===== src/rtl/cpu_if_pkg.sv =====
// Shared fetch-stage definitions: default address/instruction widths, the
// reset fetch address, the bubble instruction and the prefetch queue entry.
package cpu_if_pkg;

    localparam int ADDR_W = 30;
    localparam int INSN_W = 32;

    localparam logic [ADDR_W-1:0] RESET_VECTOR = 30'h0000_0000;
    localparam logic [INSN_W-1:0] NOP_INSN     = 32'h0000_0000;

    // One buffered fetch: the word address it came from and the instruction.
    typedef struct packed {
        logic [ADDR_W-1:0] pc;
        logic [INSN_W-1:0] insn;
    } if_entry_t;

endpackage


===== src/rtl/if_sync_fifo.sv =====
// Synchronous FIFO holding prefetched instructions.
// Ports: clk/reset (sync, active-high); push/wdata write an entry, pop drops the
// head, clear empties the queue and wins over push/pop in the same cycle;
// rdata is the head entry (only meaningful when !empty); full/empty/count
// report occupancy. DEPTH must be a power of two so the pointers wrap freely.
module if_sync_fifo #(
    parameter int WIDTH = 62,
    parameter int DEPTH = 4
) (
    input  logic                   clk,
    input  logic                   reset,
    input  logic                   push,
    input  logic                   pop,
    input  logic                   clear,
    input  logic [WIDTH-1:0]       wdata,
    output logic [WIDTH-1:0]       rdata,
    output logic                   full,
    output logic                   empty,
    output logic [$clog2(DEPTH):0] count
);

    localparam int AW = $clog2(DEPTH);
    localparam int CW = AW + 1;
    localparam logic [AW-1:0] PTR_ONE  = AW'(1'b1);
    localparam logic [CW-1:0] CNT_ONE  = CW'(1'b1);
    localparam logic [CW-1:0] CNT_FULL = CW'(DEPTH);

    logic [WIDTH-1:0] mem_r [DEPTH];
    logic [AW-1:0]    wr_ptr_r;
    logic [AW-1:0]    rd_ptr_r;
    logic [CW-1:0]    cnt_r;
    logic             push_ok_s;
    logic             pop_ok_s;

    assign push_ok_s = push && !full;
    assign pop_ok_s  = pop && !empty;
    assign full      = (cnt_r == CNT_FULL);
    assign empty     = (cnt_r == '0);
    assign count     = cnt_r;
    assign rdata     = mem_r[rd_ptr_r];

    // Pointer and occupancy tracking; clear behaves like a reset of the queue.
    always_ff @(posedge clk) begin
        if (reset || clear) begin
            wr_ptr_r <= '0;
            rd_ptr_r <= '0;
            cnt_r    <= '0;
        end else begin
            wr_ptr_r <= push_ok_s ? wr_ptr_r + PTR_ONE : wr_ptr_r;
            rd_ptr_r <= pop_ok_s  ? rd_ptr_r + PTR_ONE : rd_ptr_r;
            if (push_ok_s && !pop_ok_s) begin
                cnt_r <= cnt_r + CNT_ONE;
            end else if (!push_ok_s && pop_ok_s) begin
                cnt_r <= cnt_r - CNT_ONE;
            end else begin
                cnt_r <= cnt_r;
            end
        end
    end

    // Entry storage; data is only observed through count, so it needs no reset.
    always_ff @(posedge clk) begin
        if (push_ok_s && !clear && !reset) begin
            mem_r[wr_ptr_r] <= wdata;
        end
    end

endmodule


===== src/rtl/if_prefetch_buf.sv =====
// Instruction prefetch buffer: issues sequential word fetches to an in-order,
// variable-latency memory and queues the responses for decode.
// Ports: clk/reset (sync, active-high); mem_req/mem_addr/mem_rdy request side;
// mem_rvalid/mem_rdata response side; stall holds the head entry;
// flush/new_pc and br_taken/br_addr redirect fetch (flush wins);
// if_en/if_pc/if_insn present the head of the queue to decode.
module if_prefetch_buf #(
    parameter int                ADDR_W       = cpu_if_pkg::ADDR_W,
    parameter int                INSN_W       = cpu_if_pkg::INSN_W,
    parameter int                DEPTH        = 4,
    parameter logic [ADDR_W-1:0] RESET_VECTOR = cpu_if_pkg::RESET_VECTOR,
    parameter logic [INSN_W-1:0] NOP_INSN     = cpu_if_pkg::NOP_INSN
) (
    input  logic              clk,
    input  logic              reset,
    output logic              mem_req,
    output logic [ADDR_W-1:0] mem_addr,
    input  logic              mem_rdy,
    input  logic              mem_rvalid,
    input  logic [INSN_W-1:0] mem_rdata,
    input  logic              stall,
    input  logic              flush,
    input  logic [ADDR_W-1:0] new_pc,
    input  logic              br_taken,
    input  logic [ADDR_W-1:0] br_addr,
    output logic [ADDR_W-1:0] if_pc,
    output logic [INSN_W-1:0] if_insn,
    output logic              if_en
);

    localparam int CW = $clog2(DEPTH) + 1;
    localparam logic [CW-1:0]     CNT_ONE  = CW'(1'b1);
    localparam logic [CW-1:0]     CNT_ZERO = CW'(1'b0);
    localparam logic [CW:0]       DEPTH_C  = (CW+1)'(DEPTH);
    localparam logic [ADDR_W-1:0] PC_ONE   = ADDR_W'(1'b1);

    logic [ADDR_W-1:0]        fp_r;       // next fetch address
    logic [ADDR_W-1:0]        rp_r;       // PC of the next response to be queued
    logic [CW-1:0]            out_r;      // requests accepted, response not yet seen
    logic [CW-1:0]            drop_r;     // stale responses still to be discarded
    logic [CW-1:0]            out_nxt_s;
    logic [CW-1:0]            drop_nxt_s;
    logic [CW-1:0]            rv_dec_s;
    logic [CW-1:0]            fifo_count_s;
    logic [ADDR_W+INSN_W-1:0] head_s;
    logic                     redirect_s;
    logic [ADDR_W-1:0]        target_s;
    logic                     rv_ok_s;
    logic                     issue_ok_s;
    logic                     accept_s;
    logic                     push_s;
    logic                     pop_s;
    logic                     fifo_empty_s;
    logic                     fifo_full_s;

    assign redirect_s = flush | br_taken;
    assign target_s   = flush ? new_pc : br_addr;

    // A response with nothing outstanding is spurious (e.g. left over from
    // before reset) and must not touch any state.
    assign rv_ok_s  = mem_rvalid && (out_r != CNT_ZERO);
    assign rv_dec_s = rv_ok_s ? CNT_ONE : CNT_ZERO;

    // Reserving a queue slot for every in-flight request means a response
    // always finds room, so memory never needs backpressure.
    assign issue_ok_s = ({1'b0, fifo_count_s} + {1'b0, out_r}) < DEPTH_C;
    assign mem_req    = !reset && !redirect_s && (drop_r == CNT_ZERO) && issue_ok_s;
    assign mem_addr   = fp_r;
    assign accept_s   = mem_req && mem_rdy;

    // Full cannot occur here given the issue rule; the guard keeps rp honest anyway.
    assign push_s = rv_ok_s && (drop_r == CNT_ZERO) && !redirect_s && !fifo_full_s;
    assign pop_s  = !fifo_empty_s && !stall;

    assign if_en   = !fifo_empty_s;
    assign if_pc   = fifo_empty_s ? rp_r : head_s[INSN_W +: ADDR_W];
    assign if_insn = fifo_empty_s ? NOP_INSN : head_s[INSN_W-1:0];

    // Next outstanding count: +1 per accepted request, -1 per valid response.
    always_comb begin
        out_nxt_s = out_r;
        if (accept_s && !rv_ok_s) begin
            out_nxt_s = out_r + CNT_ONE;
        end else if (!accept_s && rv_ok_s) begin
            out_nxt_s = out_r - CNT_ONE;
        end else begin
            out_nxt_s = out_r;
        end
    end

    // Next drop count: on redirect every response still in flight becomes stale.
    always_comb begin
        drop_nxt_s = drop_r;
        if (redirect_s) begin
            drop_nxt_s = out_r - rv_dec_s;
        end else if ((drop_r != CNT_ZERO) && rv_ok_s) begin
            drop_nxt_s = drop_r - CNT_ONE;
        end else begin
            drop_nxt_s = drop_r;
        end
    end

    // Fetch/response PC and in-flight bookkeeping registers.
    always_ff @(posedge clk) begin
        if (reset) begin
            fp_r   <= RESET_VECTOR;
            rp_r   <= RESET_VECTOR;
            out_r  <= CNT_ZERO;
            drop_r <= CNT_ZERO;
        end else if (redirect_s) begin
            fp_r   <= target_s;
            rp_r   <= target_s;
            out_r  <= out_nxt_s;
            drop_r <= drop_nxt_s;
        end else begin
            fp_r   <= accept_s ? fp_r + PC_ONE : fp_r;
            rp_r   <= push_s   ? rp_r + PC_ONE : rp_r;
            out_r  <= out_nxt_s;
            drop_r <= drop_nxt_s;
        end
    end

    if_sync_fifo #(
        .WIDTH (ADDR_W + INSN_W),
        .DEPTH (DEPTH)
    ) u_fifo (
        .clk   (clk),
        .reset (reset),
        .push  (push_s),
        .pop   (pop_s),
        .clear (redirect_s),
        .wdata ({rp_r, mem_rdata}),
        .rdata (head_s),
        .full  (fifo_full_s),
        .empty (fifo_empty_s),
        .count (fifo_count_s)
    );

endmodule

===== config.mk =====
export PLATFORM = sky130hd
export DESIGN_NAME = if_prefetch_buf
export DESIGN_NICKNAME = d
export VERILOG_FILES = /design/src/rtl/cpu_if_pkg.sv /design/src/rtl/if_sync_fifo.sv /design/src/rtl/if_prefetch_buf.sv
export SDC_FILE = /design/constraint.sdc
export NUM_CORES = 1
export LEC_CHECK = 0
export CORE_MARGIN = 2
export CORE_UTILIZATION = 45
export CTS_CLUSTER_DIAMETER = 200
export DETAILED_ROUTE_END_ITERATION = 8
export PLACE_DENSITY = 0.8
export SKIP_CTS_REPAIR_TIMING = 1
export SLEW_MARGIN = 10
export SYNTH_ARGS = -nofsm -noshare
export SYNTH_HDL_FRONTEND = slang
export SYNTH_SLANG_ARGS = --single-unit

===== constraint.sdc =====
create_clock -name clk -period 5.8 [get_ports clk]
set_clock_uncertainty 0.2 [all_clocks]
set_input_delay 1.16 -clock clk [delete_from_list [all_inputs] [get_ports clk]]
set_output_delay 1.16 -clock clk [all_outputs]
set_load 0.1 [all_outputs]

# --- Word-level counts from Yosys, hierarchy flattened ---
# Memories as Yosys holds them, arrays and structs flattened. A register that Yosys moved wholly into a read port is not among the register bits.
# Cells that the tools add are included.
word_totals:
  inputBits: 99
  n_memories: 1
  word_cells: 77
  register_bits: 73
  out_inout_bits: 94
  ram_bits: 248
classes:
  n_mux: 18
  magnitude_cmp: 1
  n_reduce_logical: 37
  n_addsub: 11
  eq_ne: 1
  bitwise_logic: 1
mem_list:
  columns: ["memory", "depth", "width", "read_ports", "rd_clocked_by_memory_dff", "wr", "line", "source"]
  rows:
  - ["u_fifo.mem_r", 4, 62, 1, 1, 1, "if_sync_fifo.sv:28", "logic [WIDTH-1:0] mem_r [DEPTH];"]
ops:
  columns: ["cell", "n"]
  rows:
  - ["two-way mux 30 bit", 6]
  - ["adder 30 x 1 -> 30 bit (second input constant)", 2]
  - ["two-way mux 32 bit", 1]
  - ["logical AND 1 bit", 18]
  - ["two-way mux 3 bit", 6]
  - ["nonzero test 2 bit", 5]
  - ["zero test 1 bit", 9]
  - ["subtractor 3 x 1 -> 3 bit (second input constant)", 3]
  - ["adder 3 x 1 -> 3 bit (second input constant)", 2]
  - ["zero test 3 bit", 2]
  - ["nonzero test 3 bit", 2]
  - ["adder 2 x 1 -> 2 bit (second input constant)", 2]
  - ["adder 3 x 3 -> 4 bit", 1]
  - ["less-than comparator 4 x 3 -> 1 bit (second input constant)", 1]
  - ["two-way mux 2 bit", 2]
  - ["== test 3 bit (second input constant)", 1]
  - ["two-way mux 1 bit", 3]
  - ["subtractor 3 x 1 -> 3 bit", 1]
  - ["logical OR 1 bit", 1]
  - ["OR 1 bit", 1]

# --- Logic depth before layout (Yosys ltp) ---
# Gate-level depths: netlist (run 1).
depth:
  depth_word: 10
  ltp_mapped: 12
  ltp_nobuf: 11

# --- By module ---
# Synthesis (run 1) repeated with hierarchy kept, for this count alone.
hier_totals:
  cells_unflattened: 1052
  area_unflattened_um2: 14433.8
modules_own_cells:
  columns: ["module", "seq_area_each_um2", "area_each_um2", "cells_per_inst", "n_inst"]
  rows:
  - ["if_sync_fifo", 7627.3, 9395.3, 374, 1]
  - ["if_prefetch_buf", 1321.3, 5038.6, 678, 1]

# --- Worst setup path after synthesis (run 1) ---
# OpenSTA, ideal clock, no wires.
synth_timing:
  path_type: "input port to flip-flop"
  startpoint: "input br_taken"
  endpoint: "memory u_fifo.mem_r[0][0] (enable)"
  arrival_time_ns: 3.809
  t_required_ns: 5.173
  slack_ns: 1.364
  n_path_buf: 2
  path_stages: 5
  setup_time_ns: 0.427
  path_cell_list: "or4b_4 > nor3_4 > buf_4 > buf_4 > and3_1"
synth_between:
  elab_chain_len: 9
synth_rtl:
  columns: ["element", "line", "source"]
  rows:
  - ["from (decl)", "if_prefetch_buf.sv:24", "input logic br_taken,"]
  - ["OR 1 bit", "if_prefetch_buf.sv:56", "assign redirect_s = flush | br_taken;"]
  - ["zero test 1 bit", "if_prefetch_buf.sv:72", "assign push_s = rv_ok_s && (drop_r == CNT_ZERO) && !redirect_s && !fifo_full_s;"]
  - ["logical AND 1 bit (2 in a row)", "if_prefetch_buf.sv:72", null]
  - ["logical AND 1 bit", "if_sync_fifo.sv:35", "assign push_ok_s = push && !full;"]
  - ["net u_fifo.push_ok_s", "if_sync_fifo.sv:32", "logic push_ok_s;"]
  - ["logical AND 1 bit (2 in a row)", "if_sync_fifo.sv:63", "if (push_ok_s && !clear && !reset) begin"]
  - ["two-way mux 1 bit", "if_sync_fifo.sv:63", null]
  - ["two-way mux 1 bit (not written as such)", "if_sync_fifo.sv:64", "mem_r[wr_ptr_r] <= wdata;"]
  - ["to (decl)", "if_sync_fifo.sv:28", null]
# The timed path passes the listed nets, and every way through them passes these cells.

==> impl_metrics.ini, run 1 <==
[grt]
antenna_found_initial = 0
grt.busiest_layer = met2
grt_remaining_overflow = 0
grt_pass1_vias = 9262
grt_use_met2_pct = 32.8
grt_use_total_pct = 20.4
grt_pass1_wl_um = 52500
grt_util_met1_pct = 28.4
grt_max_degree = 65
grtUsageMet3_pct = 4.80

[logic_synthesis]
ys_top_cells_by_count = edfxtp_1, dfxtp_1, mux4_2, a21oi_1, nand2_1
seq_area_frac_synth_pct = 63.3
ys_warn_count = 0
avgSynthCellArea_um2 = 14.5
async_flop_share_pct = 0
synth_top_cells_by_area = edfxtp_1, dfxtp_1, mux4_2, mux2_2, a21oi_1
yosysMostFrequentCell = edfxtp_1
syn_nets = 1090
yosysTopAreaCell = edfxtp_1
synth_enable_flop_cells = 248
yosys_most_used_dff = edfxtp_1
ys_seq_elements = 323
syn-instance-count = 975
synth.top_cell.area_share_pct = 52.7
syn_area_mm2 = 0.0141
synth_cell_types = 67

[drt]
wirelength_um = 33600
wl_per_cell_um = 21.2
drc = 0
vias = 9534
drt_iter0_markers = 934
dr.pass1.iters = 5
ant_nets = 0
avgViaCountPerCell = 6.01

[power_and_ir_drop]
power.total_w = 0.00550
powerDensity_mw_per_mm2 = 313
ir_drop_uv = 182
p_leak_nw = 5.73

[floorplanning]
fp.coreArea_mm2 = 0.0307
io_pins = 193
die_area_mm2 = 0.0328
initial_core_util_pct = 46.0
placementRows = 64
die_x_um = 181
die_h_um = 181

[worst_setup_path]
critical_path_buf_inv_count = 2
crit_type = reg2out
slowest_stage = clkdlybuf4s50_1
cp-end-kind = primary output
path_cells = buf_12 -> mux4_2 -> nor2b_1 -> clkdlybuf4s50_1
critPathTopFamily = buffers and inverters
critPathArrivalTime_ps = 3370
slowest_delay_ps = 1010
startpoint_type = register
path_max_fanout = 33
crit_required_ps = 4440

[placed_design]
port-buffer-count = 192
placed_cells = 1526
place_congestion = 0.885
post-dp-hpwl_um = 21700

[clocking]
root_buffer = clkbuf_16
cts_max_path_buffers = 3
cts_inserted_buffers = 34
cts.sinks = 323
clock_latency_ps = 510
clk_pin_slew_worst_paths_ps = 60
cts_tree = yes
ctsHtreeMaxLevel = 2

[timing]
min_period_ps = 4730
hold_viol = 0
fin_setup_tns_ps = 0
max_freq_mhz = 212
rsz0062_at_grt = false
finalSetupViolations = 0
fin_crit_sh_pct = 81.5
maxSlewViolCount = 0
hold_ws_ps = 297
maxSlewHeadroom_pct = 26.7
tightest_slew_ps = 1100

[finish]
post-route-util_pct = 57.1
fin_cells = 1587
nets = 1281
antenna_cells = 0
areaGrowthSynthToFinish_pct = 24.2
drive_gt1_share_pct = 15.4

[worst_hold_path]
worstHoldPathType = reg2reg

[flow_run]
drv_cap = 0

[run_status]
status = finished, final reports clean
-- layout by cell type (no fill, tap or decap), types with 5 or more instances in the layout --
master / n
nor2b_1: 33
nor2_1: 39
nand3_1: 32
inv_1: 23
and4_1: 5
and3_1: 13
ha_1: 14
a21o_1: 7
buf_12: 6
nand2_1: 44
clkdlybuf4s50_1: 190
mux2i_1: 7
a22o_1: 10
a31oi_1: 8
clkbuf_1: 8
clkbuf_16: 35
edfxtp_1: 248
dfxtp_1: 73
a211oi_1: 14
a21oi_1: 59
a31o_2: 5
o31ai_1: 9
xnor2_1: 6
o22ai_1: 7
nor3_1: 25
nand2b_1: 5
nand4_1: 25
o21ai_0: 17
xor2_1: 10
a22oi_1: 22
buf_4: 9
clkinv_1: 7
clkinv_2: 6
mux2_2: 30
mux4_2: 62
nor4_1: 5
-- registers in the layout, indices dropped and copies added (netlist names), named ones only --
register	cells
drop_r	3
mem_addr	30
out_r	3
rp_r	30
u_fifo.count	3
u_fifo.mem_r	248
u_fifo.rd_ptr_r	2
u_fifo.wr_ptr_r	2
-- power by group --
part	total, W	switching (W)	internal [W]
Clock	0.00202	0.000840	0.00118
Sequential	0.00264	0.0000826	0.00255
Combinational	0.000848	0.000563	0.000284
Total	0.00550	0.00149	0.00401
-- stage by stage --
step | cell area (um2) | setup slack, ps
2_1_floorplan | 14100 | 1360
3_3_place_gp | 16500 | 1430
3_5_place_dp | 16500 | 1400
4_1_cts | 17600 | 980
5_1_grt | 17600 | 891
6_report | 17600 | 1070
-- tightest hold or removal path, delay by kind of cell, from the launching register on --
| kind | cells | cell delay, ps |
|---|---|---|
| flops | 1 | 330 |
| simple gates | 1 | 70 |
| compound gates | 1 | 60 |
-- area by class of cell --
class | count | area (um2)
inverters | 23 | 86.3
clock inverters | 16 | 104
clock buffers | 45 | 933
multi-input cells | 578 | 4890
fillers | 2392 | 13200
well taps | 396 | 495
flip-flops and latches | 323 | 8950
repair buffers | 206 | 2090
-- per-layer routing --
metal	vias to the layer above	wire length, um
met3	47	3290
met1	4702	14100
met5	-	0
met2	517	15600
li1	4268	-
met4	0	558
-- final timing paths --
kind	from	endpoint	slack (ps)	cells past startpoint
worst max-delay path	register	if_insn[7]	1070	4
worst min-delay path	drop_r[0]	drop_r[0]	300	2
worst min register to register	drop_r[0]	drop_r[0]	300	2
worst max register to register	drop_r[0]	u_fifo.count[2]	2600	10
-- kinds of logic after synthesis --
family                     Yosys count  share of synthesized area (%)
DFF                                323                           63.3
muxes                              100                           12.8
buffers and inverters               74                           2.18
xor gates and xnor gates            16                          0.992
and+or+nand+nor                    255                           9.95
AOI/OAI and AO/OA                  191                           9.18
adders and majority gates           16                           1.52
Power figures use the tool's default switching activity.
==> run 2, diff against run 1 <==
==> constraint.sdc (replaced) <==
create_clock -name clk -period 4.5 [get_ports clk]
set_clock_uncertainty 0.2 [all_clocks]
set_input_delay 0.9 -clock clk [delete_from_list [all_inputs] [get_ports clk]]
set_output_delay 0.9 -clock clk [all_outputs]
set_load 0.1 [all_outputs]
==> impl_metrics.ini, run 2 (synthesized netlist as in run 1, its figures left out) <==
[clocking]
cts.sinks = 323
ctsHtreeMaxLevel = 2
cts_tree = yes
root_buffer = clkbuf_16
clock_latency_ps = 500
clk_pin_slew_worst_paths_ps = 60
cts_max_path_buffers = 3
cts_inserted_buffers = 34

[floorplanning]
placementRows = 64
die_x_um = 181
die_h_um = 181
die_area_mm2 = 0.0328
initial_core_util_pct = 46.0
fp.coreArea_mm2 = 0.0307
io_pins = 193

[worst_hold_path]
worstHoldPathType = reg2reg
hold_path_depth = 2
min_from = drop_r[0]
hold_path_end = drop_r[0]

[timing]
max_freq_mhz = 254
maxSlewViolCount = 0
maxSlewHeadroom_pct = 31.9
tightest_slew_ps = 1020
finalSetupViolations = 0
fin_setup_tns_ps = 0
rsz0062_at_grt = false
hold_viol = 0
fin_ws_ps = 569
fin_crit_sh_pct = 87.4
min_period_ps = 3930

[power_and_ir_drop]
powerDensity_mw_per_mm2 = 405
p_leak_nw = 5.89
power.total_w = 0.00707
ir_drop_uv = 235

[worst_setup_path]
path_max_fanout = 23
r2r_end = u_fifo.count[2]
crit_type = reg2out
ff2ff_path_depth = 10
critPathArrivalTime_ps = 2830
cp-end-kind = primary output
crit_required_ps = 3400
worstReg2RegStart = u_fifo.count[0]
startpoint_type = register
reg2reg_setup_slack_ps = 1280

[run_status]
status = finished, final reports clean

[grt]
grt_remaining_overflow = 0
grt_use_total_pct = 21.5
grt_max_degree = 64
grt_pass1_vias = 9522
antenna_found_initial = 0
grt_pass1_wl_um = 54600

[placed_design]
port-buffer-count = 192
post-dp-hpwl_um = 23700
post-place-ws_ps = 550
place_congestion = 0.894

[finish]
fillers = 2373
largest_reg_flops = 248
final_common_cell = edfxtp_1
top_register = u_fifo.mem_r
mostFrequentLayoutCells = edfxtp_1, clkdlybuf4s50_1, buf_4
drive_gt1_share_pct = 21.3
register_area_mm2 = 0.00895
antenna_cells = 0
nets = 1292
areaGrowthSynthToFinish_pct = 23.7
multi_input_area_mm2 = 0.00489

[drt]
wl_per_cell_um = 22.3
avgViaCountPerCell = 5.99
drt_iter0_markers = 979
wirelength_um = 35700
vias = 9570
dr.pass1.iters = 5
drc = 0
ant_nets = 0

[flow_run]
drv_cap = 0
run 2: cell count changes in the layout (fill, tap and decap cells not counted):
cell | previous run | this run
clkinv_1 | 7 | 4
clkinvlp_4 | 0 | 1
bufinv_16 | 1 | 0
inv_6 | 1 | 0
clkinv_2 | 6 | 4
clkbuf_1 | 8 | 12
buf_4 | 9 | 82
clkdlybuf4s50_1 | 190 | 128
clkinv_8 | 0 | 2
run 2: stage by stage:
step	instance area, um2	hold WS, ps	utilization [%]	instances
floorplan	14100	254	-	975
global placement	16400	282	53.5	1537
detailed placement	16400	295	53.5	1537
CTS	17500	315	56.8	1598
global route	17500	350	56.8	1598
finish	17500	307	56.8	1598
run 2: area by class of cell:
| cell class | count | share of cell area (%) |
|---|---|---|
| tap | 396 | 2.83 |
| sequential | 323 | 51.2 |
| inverter | 23 | 0.494 |
| timing repair buffer | 217 | 11.6 |
| clock inverter | 12 | 0.480 |
| clock buffer | 49 | 5.43 |
| multi-input combinational | 578 | 28.0 |
run 2: how the worst max path moves through the flow:
stage	startpoint	to	slack, ps	cells past startpoint
2_1_floorplan	br_taken	u_fifo.mem_r[0][0]	320	5
5_1_grt	register	if_insn[30]	450	3
3_3_place_gp	flush	u_fifo.count[2]	630	9
3_5_place_dp	flush	u_fifo.count[2]	550	9
6_report	register	if_insn[30]	570	3
4_1_cts	register	if_insn[30]	510	3
run 2: layer usage:
layer	up-vias	GRT usage (%)	wire (um)
li1	4288	-	-
met1	4706	29.4	14800
met2	525	34.9	16900
met3	51	5.00	3380
met4	0	5.04	626
met5	-	0	0
run 2: report_power, final:
part	internal, W	leakage [nW]	switching [W]	total [W]
logic	0.000364	2.52	0.000735	0.00110
registers	0.00329	2.87	0.000111	0.00340
clock network	0.00148	0.500	0.00110	0.00257
total	0.00513	5.89	0.00194	0.00707
run 2: critical path: stages (launching register included):
cell and delay, ps:
dfxtp_4 630, mux4_2 550, nor2b_1 140, clkdlybuf4s50_1 990
